### src/rtl/conv_pkg.sv
// Shared conv-layer constants, the ofm channel-vector type and the
// state encoding of the conv1 output-feature-map writer.
package conv_pkg;

    localparam int WIDTH  = 16;
    localparam int DSP_NO = 64;
    localparam int W_OUT  = 128;
    localparam int H_OUT  = 128;
    localparam int BANKS  = 4;

    typedef logic [WIDTH-1:0] ofm_vec_t [0:DSP_NO-1];

    typedef enum logic [1:0] {
        IDLE,
        DRAIN,
        DONE
    } ofm_wr_state_t;

endpackage

### src/rtl/conv1_ofm_writer_addr_gen.sv
// ofm_addr_gen: group / pixel counters and the shared bank address.
// Ports: clk, rst (async high), clr (restart), load (new pixel),
//   step (one group written) -> grp, pix_idx, addr, last_grp, last_pix.
module ofm_addr_gen #(
    parameter int GROUPS = 16,
    parameter int PIX    = 16384,
    parameter int ADDR_W = 18,
    parameter int GRP_W  = 4,
    parameter int PIX_W  = 14
) (
    input  logic              clk,
    input  logic              rst,
    input  logic              clr,
    input  logic              load,
    input  logic              step,
    output logic [GRP_W-1:0]  grp,
    output logic [PIX_W-1:0]  pix_idx,
    output logic [ADDR_W-1:0] addr,
    output logic              last_grp,
    output logic              last_pix
);
    import conv_pkg::*;

    assign last_grp = (grp == GRP_W'(GROUPS - 1));
    assign last_pix = (pix_idx == PIX_W'(PIX - 1));

    // Channel-major: each group owns a PIX-sized slice of every bank.
    assign addr = ADDR_W'(grp) * ADDR_W'(PIX) + ADDR_W'(pix_idx);

    always_ff @(posedge clk or posedge rst) begin
        if (rst) begin
            grp     <= '0;
            pix_idx <= '0;
        end else if (clr) begin
            grp     <= '0;
            pix_idx <= '0;
        end else if (load) begin
            grp <= '0;
        end else if (step) begin
            grp <= last_grp ? '0 : grp + 1'b1;
            // Final pixel holds its index; DONE stops further steps.
            if (last_grp && !last_pix) begin
                pix_idx <= pix_idx + 1'b1;
            end
        end
    end

endmodule

### src/rtl/conv1_ofm_writer.sv
// conv1 ofm writer: captures one 64-channel pixel vector and drains it
// into BANKS parallel RAM banks, GROUPS registered writes per pixel.
// Ports: clk, rst (async high), start, ofm_valid/ofm_in/ofm_ready,
//   wr_en/wr_addr/wr_data (bank write port), pix_idx, layer_done,
//   err_overrun. Build option CONV1_OFM_WRITER_RELU_EN zeroes negative
//   channels at capture; otherwise data passes bit-exact.
module conv1_ofm_writer #(
    parameter int DSP_NO = conv_pkg::DSP_NO,
    parameter int WIDTH  = conv_pkg::WIDTH,
    parameter int W_OUT  = conv_pkg::W_OUT,
    parameter int H_OUT  = conv_pkg::H_OUT,
    parameter int BANKS  = conv_pkg::BANKS,
    parameter int GROUPS = DSP_NO / BANKS,
    parameter int PIX    = W_OUT * H_OUT,
    parameter int ADDR_W = $clog2(GROUPS * PIX)
) (
    input  logic                    clk,
    input  logic                    rst,
    input  logic                    start,
    input  logic                    ofm_valid,
    input  logic [WIDTH-1:0]        ofm_in [0:DSP_NO-1],
    output logic                    ofm_ready,
    output logic [BANKS-1:0]        wr_en,
    output logic [ADDR_W-1:0]       wr_addr,
    output logic [WIDTH-1:0]        wr_data [0:BANKS-1],
    output logic [$clog2(PIX)-1:0]  pix_idx,
    output logic                    layer_done,
    output logic                    err_overrun
);
    import conv_pkg::*;

    localparam int GRP_W = (GROUPS > 1) ? $clog2(GROUPS) : 1;
    localparam int CH_W  = (DSP_NO > 1) ? $clog2(DSP_NO) : 1;

    ofm_wr_state_t state_q;
    ofm_wr_state_t state_d;

    logic [WIDTH-1:0]  buf_q [0:DSP_NO-1];
    logic [WIDTH-1:0]  sel   [0:BANKS-1];
    logic [GRP_W-1:0]  grp;
    logic [ADDR_W-1:0] addr;
    logic              last_grp;
    logic              last_pix;
    logic              capture;
    logic              step;

    ofm_addr_gen #(
        .GROUPS (GROUPS),
        .PIX    (PIX),
        .ADDR_W (ADDR_W),
        .GRP_W  (GRP_W),
        .PIX_W  ($clog2(PIX))
    ) u_addr (
        .clk      (clk),
        .rst      (rst),
        .clr      (start),
        .load     (capture),
        .step     (step),
        .grp      (grp),
        .pix_idx  (pix_idx),
        .addr     (addr),
        .last_grp (last_grp),
        .last_pix (last_pix)
    );

    assign ofm_ready  = (state_q == IDLE);
    assign layer_done = (state_q == DONE);

    always_ff @(posedge clk or posedge rst) begin
        if (rst) begin
            state_q <= IDLE;
        end else begin
            state_q <= state_d;
        end
    end

    // start wins over everything, including a same-cycle strobe.
    always_comb begin
        state_d = state_q;
        capture = 1'b0;
        step    = 1'b0;
        if (start) begin
            state_d = IDLE;
        end else begin
            unique case (state_q)
                IDLE: begin
                    if (ofm_valid) begin
                        capture = 1'b1;
                        state_d = DRAIN;
                    end
                end
                DRAIN: begin
                    step = 1'b1;
                    if (last_grp) begin
                        state_d = last_pix ? DONE : IDLE;
                    end
                end
                DONE: begin
                    state_d = DONE;
                end
                default: begin
                    state_d = IDLE;
                end
            endcase
        end
    end

    always_ff @(posedge clk or posedge rst) begin
        if (rst) begin
            for (int c = 0; c < DSP_NO; c++) begin
                buf_q[c] <= '0;
            end
        end else if (capture) begin
            for (int c = 0; c < DSP_NO; c++) begin
`ifdef CONV1_OFM_WRITER_RELU_EN
                buf_q[c] <= ofm_in[c][WIDTH-1] ? '0 : ofm_in[c];
`else
                buf_q[c] <= ofm_in[c];
`endif
            end
        end
    end

    // Bank b of group g carries channel g*BANKS+b.
    always_comb begin
        for (int b = 0; b < BANKS; b++) begin
            sel[b] = buf_q[CH_W'(int'(grp) * BANKS + b)];
        end
    end

    always_ff @(posedge clk or posedge rst) begin
        if (rst) begin
            wr_en   <= '0;
            wr_addr <= '0;
            for (int b = 0; b < BANKS; b++) begin
                wr_data[b] <= '0;
            end
        end else if (step) begin
            wr_en   <= '1;
            wr_addr <= addr;
            for (int b = 0; b < BANKS; b++) begin
                wr_data[b] <= sel[b];
            end
        end else begin
            wr_en <= '0;
        end
    end

    always_ff @(posedge clk or posedge rst) begin
        if (rst) begin
            err_overrun <= 1'b0;
        end else if (start) begin
            err_overrun <= 1'b0;
        end else if (ofm_valid && !ofm_ready) begin
            err_overrun <= 1'b1;
        end
    end

endmodule

### config.mk
export PLATFORM = sky130hd
export DESIGN_NAME = conv1_ofm_writer
export DESIGN_NICKNAME = d
export VERILOG_FILES = /design/src/rtl/conv_pkg.sv /design/src/rtl/conv1_ofm_writer_addr_gen.sv /design/src/rtl/conv1_ofm_writer.sv
export SDC_FILE = /design/constraint.sdc
export NUM_CORES = 2
export LEC_CHECK = 0
export ABC_AREA = 1
export CAP_MARGIN = 20
export CORE_AREA = 2 2 446 448
export CTS_CLUSTER_SIZE = 16
export DETAILED_ROUTE_END_ITERATION = 12
export DIE_AREA = 0 0 448 450
export GPL_TIMING_DRIVEN = 0
export PLACE_DENSITY = 0.59
export SYNTH_ARGS = -nofsm -noshare
export SYNTH_HDL_FRONTEND = slang
export SYNTH_SLANG_ARGS = --single-unit
### constraint.sdc
create_clock -name clk -period 56.2 [get_ports clk]
set_input_delay 11.24 -clock clk [delete_from_list [all_inputs] [get_ports clk]]
set_output_delay 11.24 -clock clk [all_outputs]
set_load 0.05 [all_outputs]
Word level (Yosys, flattened, before mapping):

Index checks and enable logic that the tools add are counted.

* bits in registers: 1131
* input port bits: 1028
* output and inout bits: 103

* eq/ne operators: 7
* bitwise logic cells: 4
* multiplexer cells: 33
* reductions and logical operators: 11
* add/subtract/negate cells: 6
* order comparisons: 4

Operators by type and width (number)
* binary-select mux 16 bit (select 6 bit): 4
* 2-to-1 mux 16 bit: 8
* 2-to-1 mux 14 bit: 4
* greater-or-equal comparator 6 x 7 -> 1 bit (second input constant): 4
* inverter 6 bit: 4
* 2-to-1 mux 4 bit: 5
* adder 18 x 14 -> 18 bit: 1
* adder 14 x 1 -> 14 bit (second input constant): 1
* == test 14 bit (second input constant): 1
* adder 6 x 2 -> 6 bit (second input constant): 2
* 2-to-1 mux 2 bit: 4
* 2-to-1 mux 1 bit: 7
* adder 6 x 1 -> 6 bit (second input constant): 1
* case mux 2 bit (3 select lines): 1
* nonzero test 2 bit: 3
* adder 4 x 1 -> 4 bit (second input constant): 1
* == test 4 bit (second input constant): 1
* inequality test 3 x 2 -> 1 bit (second input constant): 1
* inequality test 3 bit (second input constant): 1
* AND reduction 3 bit: 1
* nonzero test 3 bit: 1
* == test 2 x 1 -> 1 bit (second input constant): 1
* == test 2 bit (second input constant): 1
* logical AND 1 bit: 2
* 4 further kinds: 5

Logic depth before layout (Yosys ltp):

* word-level depth: 7
* mapped depth: 11

Cells and area by module:

From an unflattened synthesis, not the netlist that was laid out.

* cell total of the unflattened synthesis: 7199
* area, all modules: 52610.5 um^2

By module, submodules not included
* conv1_ofm_writer: area an instance 51355.5 um^2, sequential area each 27776.6 um^2, cells each 7022, times used 1
* ofm_addr_gen: area an instance 1255.0 um^2, sequential area each 450.4 um^2, cells each 177, times used 1

Worst setup path before layout:

Ideal clock, no wire load.

* path type: input -> register
* start point: input start
* end point: register buf_q[387] in the netlist's numbering
* path slack: 43.748 ns
* stages: 7
* data arrival time: 12.327 ns
* cell sequence: buf_6 inv_2 nand3_2 buf_6 buf_6 buf_6 mux2_4

* longest elaborated chain between the ends: 1

Ends and longest elaborated chain
* start: declaration: line conv1_ofm_writer.sv:19 `input logic start,`
* 2-to-1 mux 1 bit: line conv1_ofm_writer.sv:82 `if (start) begin`
* end signal: indexed assignment: line conv1_ofm_writer.sv:118 `buf_q[c] <= ofm_in[c];`
* end: declaration: line conv1_ofm_writer.sv:38 `logic [WIDTH-1:0] buf_q [0:DSP_NO-1];`

No other way between the ends.
A chain may end at the register's enable or synchronous reset.

==> results.cfg <==
[outcome]
outcome = finished, final reports clean

[sta]
fin_crit_sh = 0.2498
min_period_ps = 14040
hold_slack_ps = 487.1
finalWorstSetupSlack_ps = 42160
finalSetupViolCount = 0
rsz0062_at_grt = no
max_slew_margin = 0.2169
setup_tns_ps = 0
fmax_mhz = 71.22
drv_slew = 0
tightest_slew_ps = 1175
final-hold-violation-count = 0
fin_skew_ps = 33.35

[worst_hold_path]
hp-class = reg -> reg
hold_start = wr_addr[16]
hold_depth = 2
min_to = wr_addr[16]

[floorplanning]
floorplan.initialDensity = 0.2706
die_h_um = 450
die_area_mm2 = 0.2016
rows = 163
dieWidth_um = 448
core_mm2 = 0.1966
io_pins = 1131

[clock_tree]
clk_latency_ps = 810
cts_sinks = 1128
clk_path_buf_depth = 3
htreeDepth = 4
cts_tree = yes
root_buffer = clkbuf_16
cts_made_buffers = 141
cts.clk_slew.worst_paths_ps = 60
cts_resized = 0
hold_buffers = 0
cts_setup_buffers = 0

[power_and_ir_drop]
swShare = 0.3868
clkPwrFrac = 0.297
p_sw_mw = 1.208
combPwrFrac = 0.354
powerDensity_mw_per_mm2 = 42.79
power_mw = 3.123
p_leak_nw = 33.46
internal-power_mw = 1.915
vdd_drop_max_mv = 0.03314
seq_power_share = 0.349

[drt]
drt_wl_total_mm = 299.5
post_drt_wl_per_cell_um = 30.84
routed-via-count = 47190
dr.pass1.iters = 6
drc_errors = 0
drt_iter0_drc = 4297
viasPerCell = 4.859
ant_nets = 0

[grt]
grt_max_degree = 119
overflow = 0
grt_use_total = 0.2905
grt_pass1_vias = 47330
antenna_found_initial = 120
grt_pass1_wl_mm = 397.1

[worst_setup_path]
critPathRequiredTime_ps = 57060
reg2regPathDepth = 10
r2r_start = u_addr.grp[2]
start_kind = input pin
critPathMaxFanout = 118
cpMostUsedCell = buf_16
crit_type = in -> async
end_kind = async pin
crit_family = buffers and inverters
crit_chain = clkdlybuf4s50_1 > inv_8 > buf_16 > buf_16 > buf_16 > buf_16 > buf_16 > buf_16
rr_endpoint = wr_data[35]
rrSetupSlack_ps = 52670
cpPeakStageDelay_ps = 490
worst-path-buf-inv = 8
critPathArrivalTime_ps = 14900
cp_slowest_cell = clkdlybuf4s50_1

[cells_and_area]
nFillCells = 20200
final_util = 0.3711
final_cell_mix = nand2_1, clkdlybuf4s50_1, dfrtp_1, nand3_1, mux2_2
drive_gt1_frac = 0.1760
layout_commonest_cell = nand2_1
area_growth_pct = 37.15
nNetsFinal = 7935

[yosys]
ys_seq_area_frac = 0.5305
synth_area_leaders = dfrtp_1, mux2_2, nand2_1
synth.avg_cell_area_um2 = 9.472
synthDominantCellAreaShare = 0.5305
yosysWarningCount = 0
syn_area_mm2 = 0.05320
synth_nets = 6647
syn_inst = 5617
yosysUniqueCellTypes = 27
yosys.area.top_type = dfrtp_1
synth-seq-cells = 1128

[placed_design]
gp_congestion = 0.9721
preCtsSetupSlack_ps = 41090
io_buffer_count = 1129
place_hpwl_mm = 244.6

[job]
max_cap_viol_count = 0
worst max path at each step:
stage | from | slack, ps | endpoint | depth (start not counted)
global route | rst | 41620 | buf_q[230] | 8
global placement | rst | -2380 | buf_q[36] | 2
detailed placement | rst | 41090 | buf_q[108] | 8
finish | rst | 42160 | buf_q[334] | 8
floorplan | rst | 13190 | buf_q[0] | 1
CTS | rst | 41950 | buf_q[104] | 8
metrics by stage:
step	cell area (um2)	std cells
6_report	72970	9712
4_1_cts	72810	9650
3_3_place_gp	67810	9386
5_1_grt	72950	9706
3_5_place_dp	68200	9402
2_1_floorplan	53200	5617
power groups by stage:
stage                     registers [mW]  clock network [mW]  logic (mW)
after floorplan                     1.15                   0       0.524
after global placement              1.10                   0        1.09
after detailed placement            1.10                   0        1.10
after CTS                           1.09               0.941        1.11
after global routing                1.11               0.973        1.18
final                               1.09               0.928        1.10
synth_stat cells:
master / instances
a21oi_1: 324
buf_1: 22
buf_2: 209
buf_4: 25
buf_6: 42
clkbuf_1: 78
clkbuf_2: 1
dfrtp_1: 1128
ha_1: 2
inv_1: 394
inv_2: 4
mux2_2: 549
mux2_4: 162
nand2_1: 1519
nand2_2: 2
nand3_1: 553
nand3_2: 1
nand3b_1: 1
nand4_1: 5
nor2_1: 428
nor2_2: 2
nor2_4: 3
o211ai_1: 45
o21ai_0: 111
o21ai_1: 1
o311ai_0: 1
xor2_1: 5
routing by layer:
| layer | track usage | part of all wire | vias up | wire (um) |
|---|---|---|---|---|
| li1 | - | - | 20840 | - |
| met1 | 0.3531 | 0.40 | 23760 | 119500 |
| met2 | 0.4742 | 0.47 | 1984 | 141800 |
| met3 | 0.06209 | 0.063 | 560 | 19010 |
| met4 | 0.1667 | 0.063 | 40 | 18860 |
| met5 | 0 | 0.00087 | - | 261 |
state kept, by name, summed over array words and instances (netlist names):
signal          count
wr_data            64
u_addr.pix_idx     14
wr_en               1
buf_q            1024
state_q             2
wr_addr            18
err_overrun         1
u_addr.grp          4
final cells by class:
type	instances	area, um2	area share
Antenna cell	62	155.1	0.002126
Buffer	377	2088	0.02862
Clock buffer	208	4153	0.05691
Clock inverter	40	457.9	0.006276
Inverter	398	1501	0.02058
Multi-Input combinational cell	3714	21400	0.2932
Sequential cell	1128	28230	0.3868
Tap cell	2640	3303	0.04527
Timing Repair Buffer	1145	11690	0.1602
tightest hold or removal path: stages, from the launching register on:
cell     delay (ps)
dfrtp_1         350
nand2_1          50
o21ai_0          60
cell families (layout without fill, tap and decap cells):
family,Yosys count,after routing,share of synthesized area
adders and majority gates,2,2,0.0004703
xor gates and xnor gates,5,5,0.0008231
buffers and inverters,775,2168,0.06731
muxes,711,711,0.1619
DFF,1128,1128,0.5305
and+or+nand+nor,2514,2514,0.1914
other,0,62,0
AOI/OAI and AO/OA,482,482,0.04753
No activity file was read; power rests on OpenSTA's default activity.
